--- config.mk ---
export PLATFORM = sky130hd
export DESIGN_NAME = mem_port_arbiter_flat
export DESIGN_NICKNAME = d
export VERILOG_FILES = /design/src/rtl/mem_port_arbiter_pkg.sv /design/src/rtl/mem_port_arbiter_if.sv /design/src/rtl/mem_port_arbiter_hold.sv /design/src/rtl/mem_port_arbiter.sv /design/src/flat_wrapper.sv
export SDC_FILE = /design/constraint.sdc
export NUM_CORES = 1
export LEC_CHECK = 0
export CAP_MARGIN = 30
export CORE_MARGIN = 5
export CORE_UTILIZATION = 44
export DETAILED_ROUTE_END_ITERATION = 10
export PLACE_DENSITY_LB_ADDON = 0.08
export SYNTH_ARGS = -nofsm -noshare
export SYNTH_HDL_FRONTEND = slang
export SYNTH_HIERARCHICAL = 1
export SYNTH_SLANG_ARGS = --single-unit
--- constraint.sdc ---
create_clock -name clock -period 4.85 [get_ports clock]
set_input_delay 0.97 -clock clock [delete_from_list [all_inputs] [get_ports clock]]
set_output_delay 0.97 -clock clock [all_outputs]
set_load 0.005 [all_outputs]
--- src/rtl/mem_port_arbiter_pkg.sv ---
// Shared types for the unified memory port arbiter: FSM encoding, owner ids
// and the latched request record.
package mem_arb_pkg;

    typedef enum logic [1:0] {
        IDLE  = 2'd0,
        ISSUE = 2'd1,
        WAIT  = 2'd2,
        ACK   = 2'd3
    } arb_state_t;

    typedef enum logic {
        OWN_C = 1'b0,
        OWN_D = 1'b1
    } owner_t;

    typedef struct packed {
        logic        wr;
        logic [31:0] addr;
        logic [31:0] wdata;
    } mem_req_t;

endpackage

--- src/rtl/mem_port_arbiter_if.sv ---
// Bus bundle between the two requesters, the memory and the arbiter.
// The arbiter takes the slave side; requesters plus memory take master.
interface mem_port_arbiter_if;
    logic        c_req;
    logic        c_wr;
    logic [31:0] c_addr;
    logic [31:0] c_wdata;
    logic [31:0] c_rdata;
    logic        c_ack;

    logic        d_req;
    logic        d_wr;
    logic        d_lock;
    logic [31:0] d_addr;
    logic [31:0] d_wdata;
    logic [31:0] d_rdata;
    logic        d_ack;

    logic [31:0] mem_addr;
    logic [31:0] mem_wdata;
    logic        mem_wr;
    logic [31:0] mem_rdata;

    logic        owner;
    logic [1:0]  arb_state;

    modport slave (
        input  c_req, c_wr, c_addr, c_wdata,
        input  d_req, d_wr, d_lock, d_addr, d_wdata,
        input  mem_rdata,
        output c_rdata, c_ack, d_rdata, d_ack,
        output mem_addr, mem_wdata, mem_wr,
        output owner, arb_state
    );

    modport master (
        output c_req, c_wr, c_addr, c_wdata,
        output d_req, d_wr, d_lock, d_addr, d_wdata,
        output mem_rdata,
        input  c_rdata, c_ack, d_rdata, d_ack,
        input  mem_addr, mem_wdata, mem_wr,
        input  owner, arb_state
    );
endinterface

--- src/rtl/mem_port_arbiter_hold.sv ---
// Saturating counter tracking consecutive locked D grants; clear wins over inc.
module arb_hold_counter #(
    parameter int MAX = 8,
    parameter int W   = $clog2(MAX + 1)
) (
    input  logic         clock,
    input  logic         reset,
    input  logic         inc,
    input  logic         clr,
    output logic [W-1:0] cnt,
    output logic         at_max
);

    logic [W-1:0] cnt_q, cnt_d;

    assign at_max = (cnt_q == W'(MAX));
    assign cnt    = cnt_q;

    always_comb begin
        cnt_d = cnt_q;
        if (clr)
            cnt_d = '0;
        else if (inc && !at_max)
            cnt_d = cnt_q + W'(1);
    end

    always_ff @(posedge clock) begin
        if (reset)
            cnt_q <= '0;
        else
            cnt_q <= cnt_d;
    end

endmodule

--- src/rtl/mem_port_arbiter.sv ---
// Single-port memory arbiter between the CPU (C) and a debug/DMA loader (D):
// IDLE -> ISSUE -> WAIT x RD_LAT -> ACK, with round-robin plus D bus lock.
module mem_port_arbiter
    import mem_arb_pkg::*;
#(
    parameter int RD_LAT   = 1,
    parameter int LOCK_MAX = 8
) (
    input  logic               clock,
    input  logic               reset,
    mem_port_arbiter_if.slave  bus
);

    localparam int         HCW       = $clog2(LOCK_MAX + 1);
    localparam logic [1:0] S_IDLE    = 2'(IDLE);
    localparam logic [1:0] S_ISSUE   = 2'(ISSUE);
    localparam logic [1:0] S_WAIT    = 2'(WAIT);
    localparam logic [1:0] S_ACK     = 2'(ACK);
    localparam logic [1:0] WAIT_LAST = 2'(RD_LAT - 1);

    logic [1:0]     state_q, state_d;
    logic [1:0]     wcnt_q, wcnt_d;
    logic           owner_q, owner_d;
    mem_req_t       lat_q, lat_d;
    logic [31:0]    c_rdata_q, c_rdata_d;
    logic [31:0]    d_rdata_q, d_rdata_d;

    logic [HCW-1:0] hold_cnt;
    logic           hold_at_max;
    logic           hold_inc, hold_clr;
    logic           any_req, lock_on, grant_d, grant;
    mem_req_t       c_pkt, d_pkt;

    // Lock only holds D on the bus while it already owns it and has budget left.
    always_comb begin
        any_req  = bus.c_req | bus.d_req;
        lock_on  = (owner_q == OWN_D) & bus.d_lock & (hold_cnt < HCW'(LOCK_MAX));
        grant_d  = bus.d_req & (~bus.c_req | lock_on | (owner_q == OWN_C));
        grant    = (state_q == S_IDLE) & any_req;
        hold_inc = grant & grant_d & bus.d_lock & ~hold_at_max;
        hold_clr = grant & (~grant_d | ~bus.d_lock);
        c_pkt    = '{wr: bus.c_wr, addr: bus.c_addr, wdata: bus.c_wdata};
        d_pkt    = '{wr: bus.d_wr, addr: bus.d_addr, wdata: bus.d_wdata};
    end

    always_comb begin
        state_d   = state_q;
        wcnt_d    = wcnt_q;
        owner_d   = owner_q;
        lat_d     = lat_q;
        c_rdata_d = c_rdata_q;
        d_rdata_d = d_rdata_q;
        case (state_q)
            S_IDLE: begin
                if (any_req) begin
                    state_d = S_ISSUE;
                    owner_d = grant_d;
                    lat_d   = grant_d ? d_pkt : c_pkt;
                end
            end
            S_ISSUE: begin
                state_d = S_WAIT;
                wcnt_d  = '0;
            end
            S_WAIT: begin
                if (wcnt_q == WAIT_LAST) begin
                    state_d = S_ACK;
                    if (!lat_q.wr) begin
                        if (owner_q == OWN_D)
                            d_rdata_d = bus.mem_rdata;
                        else
                            c_rdata_d = bus.mem_rdata;
                    end
                end else begin
                    wcnt_d = wcnt_q + 2'd1;
                end
            end
            default: state_d = S_IDLE;
        endcase
    end

    always_ff @(posedge clock) begin
        if (reset) begin
            state_q   <= S_IDLE;
            wcnt_q    <= '0;
            owner_q   <= OWN_D;
            lat_q     <= '0;
            c_rdata_q <= '0;
            d_rdata_q <= '0;
        end else begin
            state_q   <= state_d;
            wcnt_q    <= wcnt_d;
            owner_q   <= owner_d;
            lat_q     <= lat_d;
            c_rdata_q <= c_rdata_d;
            d_rdata_q <= d_rdata_d;
        end
    end

    arb_hold_counter #(.MAX(LOCK_MAX), .W(HCW)) u_hold (
        .clock  (clock),
        .reset  (reset),
        .inc    (hold_inc),
        .clr    (hold_clr),
        .cnt    (hold_cnt),
        .at_max (hold_at_max)
    );

    logic drive_mem;
    assign drive_mem     = (state_q == S_ISSUE) | (state_q == S_WAIT);
    assign bus.mem_addr  = drive_mem ? lat_q.addr  : '0;
    assign bus.mem_wdata = drive_mem ? lat_q.wdata : '0;
    assign bus.mem_wr    = (state_q == S_ISSUE) & lat_q.wr;
    assign bus.c_ack     = (state_q == S_ACK) & (owner_q == OWN_C);
    assign bus.d_ack     = (state_q == S_ACK) & (owner_q == OWN_D);
    assign bus.c_rdata   = c_rdata_q;
    assign bus.d_rdata   = d_rdata_q;
    assign bus.owner     = owner_q;
    assign bus.arb_state = state_q;

endmodule
--- src/flat_wrapper.sv ---
// flat-port wrapper written by rule: the top's interface ports become plain ports
module mem_port_arbiter_flat import mem_arb_pkg::*;
#(
    parameter int RD_LAT   = 1,
    parameter int LOCK_MAX = 8
)
  (clock, reset, bus_c_req, bus_c_wr, bus_c_addr, bus_c_wdata, bus_d_req, bus_d_wr, bus_d_lock, bus_d_addr, bus_d_wdata, bus_mem_rdata, bus_c_rdata, bus_c_ack, bus_d_rdata, bus_d_ack, bus_mem_addr, bus_mem_wdata, bus_mem_wr, bus_owner, bus_arb_state);
  mem_port_arbiter_if bus_i ();
  input  logic clock;
  input  logic reset;
  input wire logic [$bits(bus_i.c_req)-1:0] bus_c_req;
  input wire logic [$bits(bus_i.c_wr)-1:0] bus_c_wr;
  input wire logic [$bits(bus_i.c_addr)-1:0] bus_c_addr;
  input wire logic [$bits(bus_i.c_wdata)-1:0] bus_c_wdata;
  input wire logic [$bits(bus_i.d_req)-1:0] bus_d_req;
  input wire logic [$bits(bus_i.d_wr)-1:0] bus_d_wr;
  input wire logic [$bits(bus_i.d_lock)-1:0] bus_d_lock;
  input wire logic [$bits(bus_i.d_addr)-1:0] bus_d_addr;
  input wire logic [$bits(bus_i.d_wdata)-1:0] bus_d_wdata;
  input wire logic [$bits(bus_i.mem_rdata)-1:0] bus_mem_rdata;
  output wire logic [$bits(bus_i.c_rdata)-1:0] bus_c_rdata;
  output wire logic [$bits(bus_i.c_ack)-1:0] bus_c_ack;
  output wire logic [$bits(bus_i.d_rdata)-1:0] bus_d_rdata;
  output wire logic [$bits(bus_i.d_ack)-1:0] bus_d_ack;
  output wire logic [$bits(bus_i.mem_addr)-1:0] bus_mem_addr;
  output wire logic [$bits(bus_i.mem_wdata)-1:0] bus_mem_wdata;
  output wire logic [$bits(bus_i.mem_wr)-1:0] bus_mem_wr;
  output wire logic [$bits(bus_i.owner)-1:0] bus_owner;
  output wire logic [$bits(bus_i.arb_state)-1:0] bus_arb_state;
  assign bus_i.c_req = bus_c_req;
  assign bus_i.c_wr = bus_c_wr;
  assign bus_i.c_addr = bus_c_addr;
  assign bus_i.c_wdata = bus_c_wdata;
  assign bus_i.d_req = bus_d_req;
  assign bus_i.d_wr = bus_d_wr;
  assign bus_i.d_lock = bus_d_lock;
  assign bus_i.d_addr = bus_d_addr;
  assign bus_i.d_wdata = bus_d_wdata;
  assign bus_i.mem_rdata = bus_mem_rdata;
  assign bus_c_rdata = bus_i.c_rdata;
  assign bus_c_ack = bus_i.c_ack;
  assign bus_d_rdata = bus_i.d_rdata;
  assign bus_d_ack = bus_i.d_ack;
  assign bus_mem_addr = bus_i.mem_addr;
  assign bus_mem_wdata = bus_i.mem_wdata;
  assign bus_mem_wr = bus_i.mem_wr;
  assign bus_owner = bus_i.owner;
  assign bus_arb_state = bus_i.arb_state;
  mem_port_arbiter #(.RD_LAT(RD_LAT), .LOCK_MAX(LOCK_MAX)) u_core (.clock(clock), .reset(reset), .bus(bus_i));
endmodule
==> metrics.cfg, run 1 <==
[synthesis]
synth_top_family_by_area=simple AND/OR/NAND/NOR gates
synth_edf_count=0
yosysWarnings=6
yosysTopAreaCell=dfxtp_1
yosys_register_bits=138
synth_area_leaders=dfxtp_1 45%, nand2_1 12%, a21oi_1 10%
synth_area_um2=6163
synth_cells=781
synth-compound-area-share_pct=22.78
synth-async-reset-ratio_pct=0
yosys.area_share.xor_xnor_pct=0.1421
synth_seq_area_share_pct=44.82
synth_top_area_share_pct=44.82
synth_cell_types=36
synth_nets=956
synthFlopType=dfxtp_1
synth_mux_area_share_pct=0.3248
synth-simple-area-share_pct=25.31
synth_fa_ha_area_share_pct=1.624
avgSynthCellArea_um2=7.892

[worst_setup_path]
critPathCaptureType=output port
reg2reg_depth=6
crit_cells=5
r2r_end=u_core/lat_q[15]
crit_chain=inv_1 > ha_1 > buf_4 > and2_1 > clkdlybuf4s50_1
crit_family=buffers and inverters
criticalPathCategory=register to output port
reg2reg_slack_ns=2.47
timing.rr.start=u_core/bus.arb_state[0]
crit_path_start_kind=register
cpPeakStageDelay_ns=0.55
path_buf_inv=3
setup.worst_path.start=u_core/bus.arb_state[0]
worst_path_max_delay_cell=clkdlybuf4s50_1
cp_max_fo=60
worstSetupEndpoint=bus_mem_wdata[5]
cp.arrival_ns=2.69
critical_path_required_ns=3.88

[clock_network]
clkLatencyLatePin_ns=0.42
cts_resized=0
cts_sinks=138
cts_tree=yes
clk_path_buf_depth=2
cts_setup_buffers=0
clk_pin_slew_worst_paths_ns=0.05
holdBufCountCts=0
htree_levels=4
clockRootBuffer=clkbuf_16
cts_inserted_buffers=17

[floorplanning]
fp.coreArea_um2=13830
fp.dieW_um=128.4
fp.dieH_um=128.4
dieArea_um2=16480
pin_count=301
rows=43
initial_core_util_pct=44.58

[placed_design]
dpl_cell_area_um2=9241
placed_cells=1210
dpl.hpwl_um=13990
place_congestion=0.8256
io_buffers=300

[global_routing]
grt_pass1_wl_um=31520
gr-total-overflow=0
grt_pass1_vias=6217
grt_max_degree=62
grt_usage_pct=23.81
grt_antenna_before_repair=1

[sta]
hold_viol_final=0
fin_skew_ns=0.01049
finalSetupViolCount=0
layout_min_cycle_time_ns=3.657
tns_ns=0
slew_viol_final=0
fmax_ghz=0.2735
fin_crit_sh_pct=75.40
slew_headroom_pct=39.10
rsz0062_at_grt=false
tightest_slew_ns=0.9115

[pwr]
ir_drop_v=0.0003087
p_per_area_nw_per_um2=479.6
p_leak_nw=3.622

[cells_and_area]
fin_area_um2=9853
nNetsFinal=1224
drive_gt1_share_pct=8.475
area_growth_pct=59.87
fin_cells=1243
fillCellCount=1156

[drt]
via_count=6206
wire_per_inst_um=16.27
wl_um=20220
first_iter_violations=385
antenna_left=0
vias_per_cell=4.993
remaining_drc_errors=0
first_pass_iters=6

[status]
outcome=complete, no violations

[job]
drv_cap=0

[min_path]
hold_path_class=register to register

## worst min path at each step
stage / to / cells past startpoint / start / slack (ns)
after global placement: u_core/bus.c_rdata[25] / 2 / u_core/bus.c_rdata[25] / 0.44
after CTS: u_core/bus.d_rdata[20] / 2 / u_core/bus.d_rdata[20] / 0.45
after global routing: u_core/bus.d_rdata[9] / 2 / u_core/bus.d_rdata[9] / 0.47
after floorplan: u_core/wcnt_q[0] / 2 / u_core/wcnt_q[0] / 0.43
after detailed placement: u_core/bus.c_rdata[12] / 2 / u_core/bus.c_rdata[12] / 0.45
final: u_core/bus.d_rdata[9] / 2 / u_core/bus.d_rdata[9] / 0.45
## metrics by stage
step / power, mW / hold slack (ns) / worst slack [ns] / util, %
global placement: 3.376 / 0.4406 / 1.603 / 66.84
floorplan: 2.539 / 0.4319 / 2.460 / -
detailed placement: 3.407 / 0.4461 / 1.521 / 66.84
CTS: 4.768 / 0.4543 / 1.168 / 71.24
finish: 4.726 / 0.4505 / 1.193 / 71.26
global route: 5.016 / 0.4713 / 1.007 / 71.26
## placed cells by master (no fill, tap or decap), drive strengths merged
cell type and n:
buf 13, clkbuf 19, dfxtp 138, nand2 199, nand4b 1, o21ai 4
or3 2, nor3b 1, and4b 1, clkinv 6, nand4 1, clkdlybuf4s50 299
nor2b 3, nand3 3, a211o 1, nor2 73, a21boi 3, and2 66
nand3b 1, a211oi 65, a21oi 132, nor3 2, ha 8, bufinv 4
mux2i 2, inv 8, xor2 1, and2b 1, clkinvlp 3, diode 1
o21a 1, a32oi 1
## synthesized netlist by cell type (2+ instances only)
cell	number
a211oi_1	35
a211oi_2	30
a21boi_0	2
a21oi_1	124
a21oi_2	8
and2_1	66
buf_1	6
buf_2	15
buf_4	6
clkbuf_1	36
dfxtp_1	138
ha_1	8
inv_1	7
mux2i_1	2
nand2_1	199
nand3_1	3
nor2_1	73
nor2b_1	3
o21ai_0	2
or3_1	2
## tightest hold or removal path: stages, from the launching register on
cell,delay (ns)
dfxtp_1,0.30
nand2_1,0.05
a21oi_1,0.05
## kinds of logic after synthesis
logic type	after synthesis
xor gates and xnor gates	1
DFF	138
adders and majority gates	8
buffers and inverters	71
and+or+nand+nor	354
AOI/OAI and AO/OA	207
muxes	2
## flip-flops by register name (all words and copies together) (netlist names)
register and count:
u_core/bus.owner 1, u_core/bus.c_rdata 32, u_core/bus.arb_state 2, u_core/lat_q 65, u_core/bus.d_rdata 32, u_core/wcnt_q 2
u_core/u_hold/cnt 4
## layout make-up
cell class	count	area, um^2	share of cell area (%)
clock buffers	19	432.9	4.394
well taps	180	225.2	2.286
diodes	1	2.502	0.02540
flip-flops and latches	138	2763	28.04
clock inverters	13	176.4	1.790
multi-input cells	572	3133	31.80
inverters	8	30.03	0.3048
repair buffers	312	3090	31.37
## report_power, final
part	switching, mW	internal [mW]
registers	0.131	1.38
logic	0.961	0.910
clock network	0.490	0.855
## metal layers
metal,global-route usage (%),part of all wire [%]
met5,0,0
met4,9.488,2.8
met3,9.506,10
met2,38.92,48
met1,28.00,39
No activity file was read; power rests on OpenSTA's default activity.
==> run 2, diff against run 1 <==
CORE_UTILIZATION = 37   (was 44)
clock period = 3.2 ns   (was 4.85 ns; I/O delays follow)
==> run 2 against run 1 <==
Net effect:
- sequential power grew 53%
- critical path type unchanged
- clock-buffer cell count decreased by 1
- die area rose by 17%
- critical path depth unchanged
- non-clock buffer count is 3 higher
- design area increased by 1.2%
- worst setup slack lost 0.91 ns
- clock skew is 0.0060 ns lower
- hold slack about the same
==> metrics.cfg, run 2 (synthesized netlist as in run 1, its figures left out) <==
[global_routing]
grt_pass1_wl_um=32630  ; was 31520 um
grt_usage_pct=20.63  ; was 23.81%
grt_pass1_vias=6119  ; was 6217
grt_max_degree=66  ; was 62
gr-total-overflow=0  ; unchanged
grt_antenna_before_repair=0  ; was 1

[worst_setup_path]
criticalPathCategory=register to output port  ; unchanged
reg2reg_slack_ns=1.20  ; was 2.47 ns
cp.arrival_ns=2.28  ; was 2.69 ns
critical_path_required_ns=2.56  ; was 3.88 ns
r2r_end=u_core/bus.d_rdata[19]  ; was u_core/lat_q[15]
crit_path_start_kind=register  ; unchanged
cp_max_fo=40  ; was 60
critPathCaptureType=output port  ; unchanged
reg2reg_depth=7  ; was 6
timing.rr.start=u_core/bus.arb_state[0]  ; unchanged

[drt]
first_iter_violations=246  ; was 385
vias_per_cell=4.854  ; was 4.993
wire_per_inst_um=16.02  ; was 16.27 um
via_count=6237  ; was 6206
first_pass_iters=4  ; was 6
antenna_left=0  ; unchanged
remaining_drc_errors=0  ; unchanged
wl_um=20580  ; was 20220 um

[floorplanning]
dieArea_um2=19340  ; was 16480 um^2
fp.coreArea_um2=16470  ; was 13830 um^2
fp.dieH_um=139.1  ; was 128.4 um
rows=47  ; was 43
fp.dieW_um=139.1  ; was 128.4 um
pin_count=301  ; unchanged
initial_core_util_pct=37.43  ; was 44.58%

[clock_network]
htree_levels=4  ; unchanged
cts_setup_buffers=0  ; unchanged
holdBufCountCts=0  ; unchanged
cts_tree=yes  ; unchanged
clkLatencyLatePin_ns=0.42  ; about the same
cts_inserted_buffers=17  ; unchanged
cts_sinks=138  ; unchanged
clk_path_buf_depth=2  ; unchanged
clk_pin_slew_worst_paths_ns=0.06  ; was 0.05 ns
clockRootBuffer=clkbuf_16  ; unchanged
cts_resized=0  ; unchanged

[status]
outcome=complete, no violations  ; unchanged

[sta]
fmax_ghz=0.3424
fin_crit_sh_pct=91.28
fin_skew_ns=0.004472  ; was 0.01049 ns
slew_headroom_pct=63.12  ; was 39.10%
tns_ns=0  ; unchanged
slew_viol_final=0  ; unchanged
layout_min_cycle_time_ns=2.921
hold_viol_final=0  ; unchanged
finalSetupViolCount=0  ; unchanged
tightest_slew_ns=0.5532  ; was 0.9115 ns
rsz0062_at_grt=false  ; unchanged

[min_path]
hold_path_class=register to register  ; unchanged
whs_path_depth=2  ; unchanged
holdCritStartpoint=u_core/bus.d_rdata[30]  ; was u_core/bus.d_rdata[9]
whs_endpoint=u_core/bus.d_rdata[30]  ; was u_core/bus.d_rdata[9]

[cells_and_area]
fillCellCount=1541  ; was 1156
largest_reg_flops=65  ; unchanged
final_common_cell=clkdlybuf4s50_1  ; unchanged
drive_gt1_share_pct=8.920  ; was 8.475%
area_growth_pct=61.81  ; was 59.87%
nNetsFinal=1227  ; was 1224
mostFrequentLayoutCells=299 x clkdlybuf4s50_1, 199 x nand2_1, 138 x dfxtp_1  ; unchanged
regMostFlops=u_core/lat_q  ; unchanged
fin_area_um2=9973  ; was 9853 um^2
diodes=0  ; was 1

[placed_design]
dpl_cell_area_um2=9351  ; was 9241 um^2
dpl.hpwl_um=14320  ; was 13990 um
io_buffers=300  ; unchanged
place_congestion=0.8082  ; was 0.8256

[job]
drv_cap=0  ; unchanged

[pwr]
ir_drop_v=0.0003999  ; was 0.0003087 V
p_per_area_nw_per_um2=723.9  ; was 479.6 nW/um^2
p_leak_nw=3.653  ; was 3.622 nW

==> run 2: power by group <==
group / switching [mW] / internal [mW] / leakage [nW]
registers: 0.216 / 2.09 / 1.13
logic: 1.43 / 1.41 / 2.23
clock network: 0.812 / 1.26 / 0.295
total: 2.46 / 4.76 / 3.65
==> run 2: metrics by stage <==
step	total power [mW]	std cells	hold slack [ns]	worst slack (ns)	utilization [%]
final	7.220	1285	0.4507	0.2792	60.57
after global routing	7.675	1285	0.4637	0.1282	60.57
after CTS	7.301	1285	0.4540	0.2439	60.57
after detailed placement	5.200	1253	0.4454	0.6886	56.79
after global placement	5.177	1253	0.4415	0.7437	56.79
after floorplan	3.849	781	0.4319	1.140	-
==> run 2: cell type report <==
cell class / count / area (um^2) / share of cell area [%]
timing repair buffer: 315 / 3151 / 31.59
multi-input combinational: 572 / 3133 / 31.41
sequential: 138 / 2763 / 27.70
clock buffer: 18 / 439.2 / 4.403
tap: 220 / 275.3 / 2.760
clock inverter: 14 / 182.7 / 1.832
inverter: 8 / 30.03 / 0.3011
==> run 2: how the worst max path moves through the flow <==
stage | endpoint | from | depth (start not counted) | slack, ns
3_5_place_dp | u_core/lat_q[20] | bus_d_req | 6 | 0.69
3_3_place_gp | u_core/lat_q[59] | bus_d_lock | 6 | 0.74
5_1_grt | bus_mem_wdata[10] | u_core/bus.arb_state[0] | 5 | 0.13
2_1_floorplan | u_core/u_hold/cnt[2] | bus_d_lock | 8 | 1.14
4_1_cts | bus_mem_wdata[10] | u_core/bus.arb_state[0] | 5 | 0.24
6_report | bus_mem_wdata[10] | u_core/bus.arb_state[0] | 5 | 0.28
==> run 2: per-layer routing <==
metal  wire length, um  track usage (%)
met2              9631            33.67
met5                 0                0
met4               624            8.290
met1              8583            24.76
met3              1746            7.483
==> run 2: critical path: stages (launching register included) <==
cell and delay (ns):
dfxtp_1 0.43, inv_1 0.10, ha_1 0.31, buf_4 0.30, and2_1 0.19, clkdlybuf4s50_1 0.52
